$ cat src/rtl/rram_inst_fifo_if.sv
// rram_inst_fifo_if
// Groups the host push port, the controller pop port and the status/error
// outputs of one rram_inst_fifo instance into a single bundle.
//   push_n, din        host write strobe (active-low) and write data
//   pop_n              controller read strobe (active-low)
//   flush              synchronous discard of all contents (active-high)
//   dout               head word, first-word-fall-through, 0 while empty
//   full, almost_full  admission status for the host
//   empty, count       occupancy status
//   overflow           sticky, a push hit a full FIFO
//   underflow          sticky, a pop hit an empty FIFO
// Modport master is the host/controller side; modport slave is the FIFO.
interface rram_inst_fifo_if #(
    parameter int WIDTH = 20,
    parameter int DEPTH = 16
);
    logic                     push_n;
    logic [WIDTH-1:0]         din;
    logic                     full;
    logic                     almost_full;
    logic                     pop_n;
    logic                     empty;
    logic [WIDTH-1:0]         dout;
    logic                     flush;
    logic [$clog2(DEPTH):0]   count;
    logic                     overflow;
    logic                     underflow;

    modport master (
        output push_n, din, pop_n, flush,
        input  full, almost_full, empty, dout, count, overflow, underflow
    );

    modport slave (
        input  push_n, din, pop_n, flush,
        output full, almost_full, empty, dout, count, overflow, underflow
    );
endinterface

$ cat src/rtl/rram_inst_fifo.sv
// rram_inst_fifo
// Host-side instruction/data FIFO feeding the RRAM crossbar controller.
// First-word-fall-through: the head word is on dout whenever empty is low.
// Ports:
//   CLK    single clock, all state updates on the rising edge
//   reset  synchronous, active-low
//   bus    rram_inst_fifo_if.slave carrying push/pop/flush, data and status
// Parameters: WIDTH word width, DEPTH entries (power of two, >= 2),
// AF_LEVEL almost_full threshold in entries.
module rram_inst_fifo #(
    parameter int WIDTH    = 20,
    parameter int DEPTH    = 16,
    parameter int AF_LEVEL = 12
) (
    input  logic                CLK,
    input  logic                reset,
    rram_inst_fifo_if.slave     bus
);
    localparam int AW = $clog2(DEPTH);
    localparam int PW = AW + 1;
    localparam logic [PW-1:0] PTR_ONE   = PW'(1);
    localparam logic [PW-1:0] AF_THRESH = PW'(AF_LEVEL);

    logic [WIDTH-1:0] mem_q [DEPTH];
    logic [PW-1:0]    wrPtr_q, wrPtr_d;
    logic [PW-1:0]    rdPtr_q, rdPtr_d;
    logic             overflow_q, overflow_d;
    logic             underflow_q, underflow_d;

    logic             isEmpty;
    logic             isFull;
    logic [PW-1:0]    occupancy;
    logic             pushReq;
    logic             popReq;
    logic             pushAccept;
    logic             popAccept;

    // The extra pointer MSB separates "same slot, same lap" (empty) from
    // "same slot, one lap apart" (full).
    assign isEmpty   = (wrPtr_q == rdPtr_q);
    assign isFull    = (wrPtr_q[AW-1:0] == rdPtr_q[AW-1:0]) &&
                       (wrPtr_q[AW] != rdPtr_q[AW]);
    assign occupancy = wrPtr_q - rdPtr_q;

    assign pushReq    = !bus.push_n;
    assign popReq     = !bus.pop_n;
    // Flush wins over both strobes; full/empty alone decide admission, so a
    // same-cycle pop never makes room for a push and vice versa.
    assign pushAccept = pushReq && !isFull  && !bus.flush;
    assign popAccept  = popReq  && !isEmpty && !bus.flush;

    assign bus.empty       = isEmpty;
    assign bus.full        = isFull;
    assign bus.count       = occupancy;
    assign bus.almost_full = (occupancy >= AF_THRESH);
    assign bus.overflow    = overflow_q;
    assign bus.underflow   = underflow_q;
    assign bus.dout        = isEmpty ? '0 : mem_q[rdPtr_q[AW-1:0]];

    // Next-state for the pointers and sticky error flags. A flush drops the
    // contents by moving the read pointer onto the write pointer and leaves
    // the error flags untouched.
    always_comb begin
        wrPtr_d     = wrPtr_q;
        rdPtr_d     = rdPtr_q;
        overflow_d  = overflow_q;
        underflow_d = underflow_q;
        if (bus.flush) begin
            rdPtr_d = wrPtr_q;
        end else begin
            if (pushAccept) begin
                wrPtr_d = wrPtr_q + PTR_ONE;
            end
            if (popAccept) begin
                rdPtr_d = rdPtr_q + PTR_ONE;
            end
            if (pushReq && isFull) begin
                overflow_d = 1'b1;
            end
            if (popReq && isEmpty) begin
                underflow_d = 1'b1;
            end
        end
    end

    // Pointer and flag registers; reset overrides push, pop and flush.
    always_ff @(posedge CLK) begin
        if (!reset) begin
            wrPtr_q     <= '0;
            rdPtr_q     <= '0;
            overflow_q  <= 1'b0;
            underflow_q <= 1'b0;
        end else begin
            wrPtr_q     <= wrPtr_d;
            rdPtr_q     <= rdPtr_d;
            overflow_q  <= overflow_d;
            underflow_q <= underflow_d;
        end
    end

    // Storage array needs no reset: entries are only visible between the
    // pointers, and reset collapses that window to nothing.
    always_ff @(posedge CLK) begin
        if (reset && pushAccept) begin
            mem_q[wrPtr_q[AW-1:0]] <= bus.din;
        end
    end
endmodule

$ cat src/flat_wrapper.sv
// flat-port wrapper written by rule: the top's interface ports become plain ports
module rram_inst_fifo_flat 
#(
    parameter int WIDTH    = 20,
    parameter int DEPTH    = 16,
    parameter int AF_LEVEL = 12
)
  (CLK, reset, bus_push_n, bus_din, bus_pop_n, bus_flush, bus_full, bus_almost_full, bus_empty, bus_dout, bus_count, bus_overflow, bus_underflow);
  rram_inst_fifo_if #(.WIDTH(WIDTH), .DEPTH(DEPTH)) bus_i ();
  input  logic CLK;
  input  logic reset;
  input wire logic [$bits(bus_i.push_n)-1:0] bus_push_n;
  input wire logic [$bits(bus_i.din)-1:0] bus_din;
  input wire logic [$bits(bus_i.pop_n)-1:0] bus_pop_n;
  input wire logic [$bits(bus_i.flush)-1:0] bus_flush;
  output wire logic [$bits(bus_i.full)-1:0] bus_full;
  output wire logic [$bits(bus_i.almost_full)-1:0] bus_almost_full;
  output wire logic [$bits(bus_i.empty)-1:0] bus_empty;
  output wire logic [$bits(bus_i.dout)-1:0] bus_dout;
  output wire logic [$bits(bus_i.count)-1:0] bus_count;
  output wire logic [$bits(bus_i.overflow)-1:0] bus_overflow;
  output wire logic [$bits(bus_i.underflow)-1:0] bus_underflow;
  assign bus_i.push_n = bus_push_n;
  assign bus_i.din = bus_din;
  assign bus_i.pop_n = bus_pop_n;
  assign bus_i.flush = bus_flush;
  assign bus_full = bus_i.full;
  assign bus_almost_full = bus_i.almost_full;
  assign bus_empty = bus_i.empty;
  assign bus_dout = bus_i.dout;
  assign bus_count = bus_i.count;
  assign bus_overflow = bus_i.overflow;
  assign bus_underflow = bus_i.underflow;
  rram_inst_fifo #(.WIDTH(WIDTH), .DEPTH(DEPTH), .AF_LEVEL(AF_LEVEL)) u_core (.CLK(CLK), .reset(reset), .bus(bus_i));
endmodule
$ cat config.mk
export PLATFORM = sky130hd
export DESIGN_NAME = rram_inst_fifo_flat
export DESIGN_NICKNAME = d
export VERILOG_FILES = /design/src/rtl/rram_inst_fifo_if.sv /design/src/rtl/rram_inst_fifo.sv /design/src/flat_wrapper.sv
export SDC_FILE = /design/constraint.sdc
export NUM_CORES = 1
export LEC_CHECK = 0
export BUFFER_PORTS_ARGS = -buffer_cell sky130_fd_sc_hd__buf_2
export CORE_MARGIN = 1
export CORE_UTILIZATION = 45
export DETAILED_ROUTE_END_ITERATION = 10
export GPL_ROUTABILITY_DRIVEN = 0
export SYNTH_ARGS = -nofsm -noshare
export SYNTH_HDL_FRONTEND = slang
export SYNTH_SLANG_ARGS = --single-unit
$ cat constraint.sdc
create_clock -name CLK -period 4.8 [get_ports CLK]
set_input_delay 0 -clock CLK [delete_from_list [all_inputs] [get_ports CLK]]
set_output_delay 0 -clock CLK [all_outputs]
set_load 0.01 [all_outputs]
==> reports/qor_table.md, run 1 <==
| Group | Parameter | Value |
| --- | --- | --- |
| run | Max-cap check violation count | 0 |
| die | Placeable core area | 28,900 µm² |
| cells and area | # diodes | 0 |
| route | Total Wirelength | 26,400 µm |
| synth | Post-synth top area share | 72.4% |
| sta | Final cycle utilization of the critical path | 73.3% |
| global route | Overall track demand over capacity in global routing | 18.1% |
| critical path | Crit path capture type | flip-flop |
| sta | Min Clock Period, post-route | 3520 ps |
| route | Number of DRC markers in iteration 0 | 581 |
| synth | Flop and latch count out of synthesis | 336 |
| cells and area | Fin nets | 755 |
| critical path | Worst endpoint data arrival time | 3640 ps |
| route | Routed WL per cell | 23.5 µm |
| die | Initial core utilization | 46.0% |
| power and ir drop | Switching Power | 0.00129 W |
| power and ir drop | Power density normalized to cell area | 396 nW/µm² |
| clocking | Clk sink count | 336 |
| global route | GRT overflow | 0 |
| power and ir drop | Switching share of power | 21.3% |
| placement | Worst setup slack before clock tree synthesis | 1300 ps |
| synth | Mean Syn Cell Area | 21.7 µm² |
| critical path | Critical path data required time | 4910 ps |
| power and ir drop | Total design power | 0.00606 W |
| clocking | Clock-pin slew of the registers on the worst-case setup and hold paths | 60 ps |
| sta | Setup TNS | 0 ps |
| power and ir drop | Pleak | 4.96 nW |
| global route | Wire length of the first global-routing pass | 40,400 µm |
| route | Pre-antenna DRT Iters | 5 |
| outcome | Outcome | complete, no violations |
| die | Area of the die | 30,200 µm² |
| synth | Post-synth top flop | sky130_fd_sc_hd__edfxtp_1 |
| die | Site row count | 62 |
| sta | Clk_skew | 13.1 ps |
| clocking | Number of buffers created by CTS | 35 |
| synth | Register area share after synthesis | 74.9% |
| power and ir drop | Maximum vdd drop | 0.215 mV |
| route | Number of nets with antenna violations after routing | 0 |
| sta | Unrepaired setup endpoints after global routing | false |
| route | Number of remaining DRC errors | 0 |
| power and ir drop | Share of power burned in the clock network | 39.2% |
| critical path | CP Cell Sequence | ha_1 > and4_1 > a21boi_1 > nand3_1 > nor2_2 |
| synth | Synth unique cells | 38 |
| sta | Relative slew slack | 16.3% |
| sta | Least setup slack across all paths after layout | 1280 ps |
| synth | Leading post-synthesis cells by cell area | sky130_fd_sc_hd__edfxtp_1, sky130_fd_sc_hd__mux4_2, sky130_fd_sc_hd__mux4_1 |
| global route | Number of antenna violations at the first check in global routing | 0 |
| sta | Final Hold Viols | 0 |
| synth | Fraction of registers with async set/reset | 0% |
| synth | Mapped cell area | 13,300 µm² |
| synth | Library cell with the largest summed area after synthesis | sky130_fd_sc_hd__edfxtp_1 |
| cells and area | Relative area change from synthesis to final layout | 15.4% |
| critical path | Largest fanout on the critical path | 20 |
| power and ir drop | Int Pwr | 0.00477 W |
| sta | Maximum achievable frequency | 284 MHz |
| synth | Synthesis Warnings | 0 |
| sta | Total of endpoints with negative setup slack in the final report | 0 |
| die | Die Width | 174 µm |
| clocking | Insertion delay of the later-clocked pin in the worst-skew pair | 510 ps |
| synth | Number of enable-type register cells in the synthesized netlist | 320 |
| clocking | Max H-tree Level | 2 |
| clocking | CTS Root Cell | sky130_fd_sc_hd__clkbuf_16 |
| sta | Transition at the pin with the smallest max-transition slack | 1250 ps |
| die | Die H | 174 µm |
| synth | Instance count of the mapped netlist | 611 |
| route | Number of vias after detailed routing | 6,371 |
| global route | Number of global-route vias before repair | 6,750 |
| cells and area | Fraction of layout instances using a drive strength above 1 | 28.4% |
| clocking | TritonCTS clock tree | built |
| sta | Slew Viols, Final | 0 |
| clocking | Resize count post-CTS | 0 |
| route | Via density per instance | 5.67 |
| power and ir drop | Part of the power in registers | 53.9% |
| clocking | Count of buffers added by post-CTS timing repair for setup | 0 |
| synth | Syn_nets | 646 |
| power and ir drop | Combinational cell fraction of total power | 6.9% |
| critical path | Library cell contributing the largest single delay on the critical path | sky130_fd_sc_hd__nor2_2 |
| global route | Maximum number of pins on one net before global-route repair | 53 |
| worst hold path | Worst hold path class | in -> reg |
| critical path | Worst Setup Path Type | reg -> reg |
| clocking | Worst-case clock buffer depth | 3 |
| placement | HPWL after DPL | 15,100 µm |
| critical path | Critical path launch point type | flip-flop |
| critical path | CP max stage delay | 1040 ps |
| cells and area | Share of the core filled with cells | 53.1% |
| die | Number of primary I/O pins | 55 |
| placement | Buffers on Ports | 54 |
[registers in the layout (all words and copies together) (netlist names), named ones only]
register / cells
u_core.mem_q: 320
u_core.rdPtr_q: 5
u_core.wrPtr_q: 5
u_core.bus.overflow: 1
u_core.bus.underflow: 1
[worst max-delay path, delay by kind of cell, from the launching register on]
| family | cells | cell delay [ps] |
|---|---|---|
| adder cells (fa/ha/maj) | 1 | 380 |
| AO/OA/AOI/OAI | 1 | 510 |
| AND/OR/NAND/NOR | 3 | 1630 |
| flip-flops | 1 | 600 |
[logic make-up after synthesis]
group | Yosys count | synth area share, %
compound gates | 48 | 2.77
buf+inv | 38 | 1.57
simple gates | 66 | 2.69
flops | 336 | 74.9
xor+xnor | 12 | 0.792
mux | 101 | 16.3
fa+ha+maj | 10 | 1.00
[Yosys cell counts (2+ instances only)]
library cell / instances
sky130_fd_sc_hd__edfxtp_1: 320
sky130_fd_sc_hd__mux4_2: 46
sky130_fd_sc_hd__mux4_1: 34
sky130_fd_sc_hd__nor2b_1: 25
sky130_fd_sc_hd__a221o_1: 20
sky130_fd_sc_hd__mux2_2: 20
sky130_fd_sc_hd__nor2_1: 17
sky130_fd_sc_hd__clkbuf_1: 16
sky130_fd_sc_hd__dfxtp_1: 16
sky130_fd_sc_hd__a21oi_1: 9
sky130_fd_sc_hd__ha_1: 9
sky130_fd_sc_hd__xnor2_1: 9
sky130_fd_sc_hd__inv_1: 8
sky130_fd_sc_hd__o21ai_0: 8
sky130_fd_sc_hd__buf_2: 7
sky130_fd_sc_hd__buf_6: 6
sky130_fd_sc_hd__and2_1: 5
sky130_fd_sc_hd__nand3_1: 5
sky130_fd_sc_hd__nor3_1: 4
sky130_fd_sc_hd__o211ai_1: 3
sky130_fd_sc_hd__xor2_1: 3
sky130_fd_sc_hd__and3_1: 2
sky130_fd_sc_hd__nand2_1: 2
sky130_fd_sc_hd__nand2b_1: 2
sky130_fd_sc_hd__o21a_1: 2
[per-stage QoR]
| stage | hold WS (ps) | instance area [µm²] | cells |
|---|---|---|---|
| floorplan | 98.9 | 13300 | 611 |
| global placement | 364 | 14100 | 1041 |
| detailed placement | 382 | 14100 | 1041 |
| CTS | 390 | 15300 | 1123 |
| global route | 421 | 15300 | 1123 |
| finish | 400 | 15300 | 1123 |
[area by class of cell]
class | instances | area [µm²]
Fill cell | 2233 | 13500
Sequential cell | 336 | 9940
Multi-Input combinational cell | 237 | 3190
Clock buffer | 43 | 906
Timing Repair Buffer | 102 | 696
Tap cell | 384 | 480
Clock inverter | 13 | 76.3
Inverter | 8 | 30.0
[metal layers]
metal	up-vias	wire [µm]	track usage [%]
met3	50	1300	3.00
met1	3354	11300	24.3
met5	-	0	0
met2	180	13000	30.3
li1	2787	-	-
met4	0	741	5.96
[power by group through the flow]
stage | sequential, W | clock, W | combinational, W
floorplan | 0.00329 | 0 | 0.000284
global placement | 0.00333 | 0 | 0.000394
detailed placement | 0.00333 | 0 | 0.000403
CTS | 0.00327 | 0.00243 | 0.000421
global route | 0.00328 | 0.00254 | 0.000449
finish | 0.00327 | 0.00238 | 0.000416
[layout by cell type, fill, tap and decap left out, types with 4 or more instances in the layout]
cell type	n
sky130_fd_sc_hd__buf_2	54
sky130_fd_sc_hd__nor2b_1	25
sky130_fd_sc_hd__mux2_2	20
sky130_fd_sc_hd__nand3_1	5
sky130_fd_sc_hd__clkbuf_1	8
sky130_fd_sc_hd__a221o_1	20
sky130_fd_sc_hd__nor3_2	4
sky130_fd_sc_hd__a21oi_1	9
sky130_fd_sc_hd__clkinv_2	6
sky130_fd_sc_hd__xnor2_1	9
sky130_fd_sc_hd__inv_1	8
sky130_fd_sc_hd__dfxtp_1	13
sky130_fd_sc_hd__ha_1	9
sky130_fd_sc_hd__mux4_2	46
sky130_fd_sc_hd__dlygate4sd3_1	26
sky130_fd_sc_hd__mux4_1	34
sky130_fd_sc_hd__nor2_2	14
sky130_fd_sc_hd__and2_1	5
sky130_fd_sc_hd__inv_6	4
sky130_fd_sc_hd__clkbuf_16	35
sky130_fd_sc_hd__o21ai_0	8
sky130_fd_sc_hd__buf_4	22
sky130_fd_sc_hd__edfxtp_1	320
[repair_timing]
action,in CTS,in global routing
endpoints found under the setup margin,0,0
hold buffers,26,0
endpoints found under the hold margin,336,0
[path summary, 6_finish.rpt]
path | startpoint | endpoint | slack (ps) | cells after the start
max | u_core.wrPtr_q[3] | u_core.mem_q[8][10] | 1280 | 5
min | bus_din[16] | u_core.mem_q[1][16] | 400 | 2
max reg2reg | u_core.wrPtr_q[3] | u_core.mem_q[8][10] | 1280 | 5
min reg2reg | u_core.bus.overflow | u_core.bus.overflow | 480 | 2
No activity file was read; power rests on OpenSTA's default activity.
==> run 2: changes to the inputs <==
==> constraint.sdc (replaced) <==
create_clock -name CLK -period 3.61 [get_ports CLK]
set_input_delay 0 -clock CLK [delete_from_list [all_inputs] [get_ports CLK]]
set_output_delay 0 -clock CLK [all_outputs]
set_load 0.01 [all_outputs]
==> run 2 against run 1 <==
  * Power up 35%
  * Global-route usage increased by 0.17 points
  * Wire length grew 1.9%
  * Largest cell class unchanged
  * Highest routed layer unchanged
==> reports/qor_table.md, run 2 (synthesized netlist as in run 1, its figures left out) <==
| Group | Parameter | Value | Change |
| --- | --- | --- | --- |
| power and ir drop | Int Pwr | 0.00642 W | +35% |
| worst hold path | Worst hold path class | in -> reg |  |
| global route | Number of antenna violations at the first check in global routing | 0 | unchanged |
| cells and area | Register area | 9940 µm² | unchanged |
| route | Routed WL per cell | 23.7 µm | +0.86% |
| cells and area | Fraction of layout instances using a drive strength above 1 | 28.9% | +0.48 points |
| power and ir drop | Switching Power | 0.00176 W | +36% |
| route | Via density per instance | 5.59 | -1.4% |
| cells and area | Share of the core filled with cells | 53.5% | +0.40 points |
| critical path | Largest fanout on the critical path | 20 | unchanged |
| clocking | Number of buffers created by CTS | 35 | unchanged |
| power and ir drop | Power density normalized to cell area | 530 nW/µm² | +34% |
| clocking | TritonCTS clock tree | built |  |
| placement | Buffers on Ports | 54 | unchanged |
| sta | Slew Viols, Final | 0 | unchanged |
| worst hold path | Worst hold path depth | 2 | unchanged |
| worst hold path | Capture endpoint of the worst hold path | u_core.mem_q[0][7] |  |
| global route | GRT overflow | 0 | unchanged |
| clocking | Insertion delay of the later-clocked pin in the worst-skew pair | 510 ps | about the same |
| die | Site row count | 62 | unchanged |
| power and ir drop | Combinational cell fraction of total power | 7.4% | +0.5 points |
| die | Area of the die | 30,200 µm² | unchanged |
| critical path | Crit path capture type | output pin |  |
| sta | Final Hold Viols | 0 | unchanged |
| sta | Final cycle utilization of the critical path | 86.9% |  |
| route | Total Wirelength | 26,900 µm | +1.9% |
| route | Number of remaining DRC errors | 0 | unchanged |
| power and ir drop | Pleak | 5.00 nW | +0.91% |
| worst hold path | Critical hold path startpoint | bus_din[7] |  |
| power and ir drop | Part of the power in registers | 52.8% | -1.1 points |
| route | Number of nets with antenna violations after routing | 0 | unchanged |
| clocking | Max H-tree Level | 2 | unchanged |
| critical path | Worst endpoint data arrival time | 3140 ps | -500 ps |
| die | Number of primary I/O pins | 55 | unchanged |
| power and ir drop | Maximum vdd drop | 0.299 mV | +39% |
| die | Initial core utilization | 46.0% | unchanged |
| outcome | Outcome | complete, no violations |  |
| cells and area | Leading cell type in the layout, fill and taps excluded | sky130_fd_sc_hd__edfxtp_1 |  |
| route | Number of vias after detailed routing | 6,349 | -0.35% |
| critical path | Library cell contributing the largest single delay on the critical path | sky130_fd_sc_hd__nor2_1 |  |
| placement | HPWL after DPL | 16,600 µm | +10% |
| critical path | Critical path launch point type | flip-flop |  |
| run | Max-cap check violation count | 0 | unchanged |
| die | Die Width | 174 µm | unchanged |
| global route | Wire length of the first global-routing pass | 40,700 µm | +0.82% |
| critical path | CP top delay family | simple AND/OR/NAND/NOR gates |  |
| cells and area | Most frequent cells in the layout | sky130_fd_sc_hd__edfxtp_1, sky130_fd_sc_hd__buf_2, sky130_fd_sc_hd__mux4_2 |  |
| critical path | Origin of the worst setup path | u_core.wrPtr_q[2] |  |
| clocking | Clock-pin slew of the registers on the worst-case setup and hold paths | 60 ps | about the same |
| critical path | Worst path most repeated cell | sky130_fd_sc_hd__buf_4 |  |
| cells and area | Relative area change from synthesis to final layout | 16.3% |  |
| critical path | Buffering stage count on the worst path with inverters included | 3 | +3 |
| global route | Maximum number of pins on one net before global-route repair | 29 | -45% |
| critical path | Worst Setup Path Type | reg -> out |  |
| critical path | Critical path data required time | 3610 ps | -1300 ps |
| clocking | CTS Root Cell | sky130_fd_sc_hd__clkbuf_16 |  |
| critical path | CP Cell Sequence | buf_4 > ha_1 > nand4_1 > nor2_1 > nor2_2 > buf_4 > a221o_1 > buf_2 |  |
| clocking | Worst-case clock buffer depth | 3 | unchanged |
| cells and area | Combined area of the multi-input logic cells | 3190 µm² | unchanged |
| sta | Setup TNS | 0 ps | unchanged |
| sta | Unrepaired setup endpoints after global routing | false |  |
| global route | Overall track demand over capacity in global routing | 18.3% | +0.17 points |
| global route | Number of global-route vias before repair | 6,692 | -0.86% |
| clocking | Clk sink count | 336 | unchanged |
| power and ir drop | Switching share of power | 21.5% | +0.18 points |
| cells and area | # diodes | 0 | unchanged |
| route | Pre-antenna DRT Iters | 5 | unchanged |
| sta | Transition at the pin with the smallest max-transition slack | 633 ps | -621 ps |
| clocking | Resize count post-CTS | 0 | unchanged |
| critical path | Count of cells along the worst register-to-register path | 7 | +2 |
| cells and area | Count of filler cells inserted in the layout | 2,241 | +0.36% |
| sta | Clk_skew | 10.2 ps | -2.87 ps |
| power and ir drop | Share of power burned in the clock network | 39.8% | +0.6 points |
| sta | Total of endpoints with negative setup slack in the final report | 0 | unchanged |
| critical path | Count of cell instances traversed by the critical path | 8 | +3 |
| route | Number of DRC markers in iteration 0 | 459 | -21% |
| critical path | Critical register-to-register path startpoint | u_core.wrPtr_q[3] |  |
| sta | Relative slew slack | 57.5% | +41 points |
| cells and area | Number of flip-flops in the largest register | 320 | unchanged |
| die | Die H | 174 µm | unchanged |
| die | Placeable core area | 28,900 µm² | unchanged |
| sta | Maximum achievable frequency | 319 MHz |  |
| critical path | Setup slack on the worst flop-to-flop path | 650 ps | -630 ps |
| cells and area | Fin nets | 764 | +1.2% |
| critical path | CP max stage delay | 460 ps | -580 ps |
| sta | Min Clock Period, post-route | 3140 ps |  |
## run 2: changes by cell type in the layout (fill, tap and decap cells not counted)
cell                            previous run  this run
sky130_fd_sc_hd__inv_6                     4         3
sky130_fd_sc_hd__clkinv_4                  0         1
sky130_fd_sc_hd__clkinv_2                  6         0
sky130_fd_sc_hd__clkbuf_1                  8         6
sky130_fd_sc_hd__dlygate4sd3_1            26        27
sky130_fd_sc_hd__clkinvlp_4                0         4
sky130_fd_sc_hd__bufinv_16                 0         1
sky130_fd_sc_hd__clkinv_1                  3         9
sky130_fd_sc_hd__buf_4                    22        30
## run 2: metrics by stage
step                instances  total power, W  area, µm²  setup WS (ps)  hold WS (ps)
floorplan                 611         0.00476      13300            251          98.9
global placement         1049         0.00498      14100            853           356
detailed placement       1049         0.00499      14100            724           381
CTS                      1135         0.00826      15400            502           398
global route             1135         0.00844      15400            359           418
finish                   1135         0.00818      15400            471           423
## run 2: layer usage
| layer | routed length, µm | track usage, % | vias up |
|---|---|---|---|
| met1 | 11600 | 24.4 | 3316 |
| met5 | 0 | 0 | - |
| met3 | 1380 | 3.55 | 32 |
| met4 | 419 | 4.53 | 0 |
| li1 | - | - | 2813 |
| met2 | 13500 | 31.0 | 188 |
## run 2: power by group through the flow
stage / clock network, W / registers (W) / logic, W
2_1_floorplan: 0 / 0.00438 / 0.000377
3_3_place_gp: 0 / 0.00440 / 0.000580
3_5_place_dp: 0 / 0.00440 / 0.000588
4_1_cts: 0.00333 / 0.00432 / 0.000614
5_1_grt: 0.00347 / 0.00432 / 0.000646
6_report: 0.00326 / 0.00432 / 0.000608
## run 2: worst max path at each step
stage,to,slack (ps)
after floorplan,u_core.mem_q[0][0],250
after global placement,u_core.mem_q[1][1],850
after detailed placement,u_core.mem_q[1][1],720
after CTS,bus_dout[7],500
after global routing,bus_dout[7],360
final,bus_dout[7],470
## run 2: cell type report
type | instances | area share (%)
well taps | 384 | 3.11
multi-input cells | 237 | 20.6
clock inverters | 18 | 0.835
repair buffers | 111 | 4.96
clock buffers | 41 | 5.82
flip-flops and latches | 336 | 64.4
inverters | 8 | 0.195
## run 2: repair_timing
action,in CTS,in global routing
hold endpoints to repair,336,0
setup buffers,0,0
hold buffers,27,0
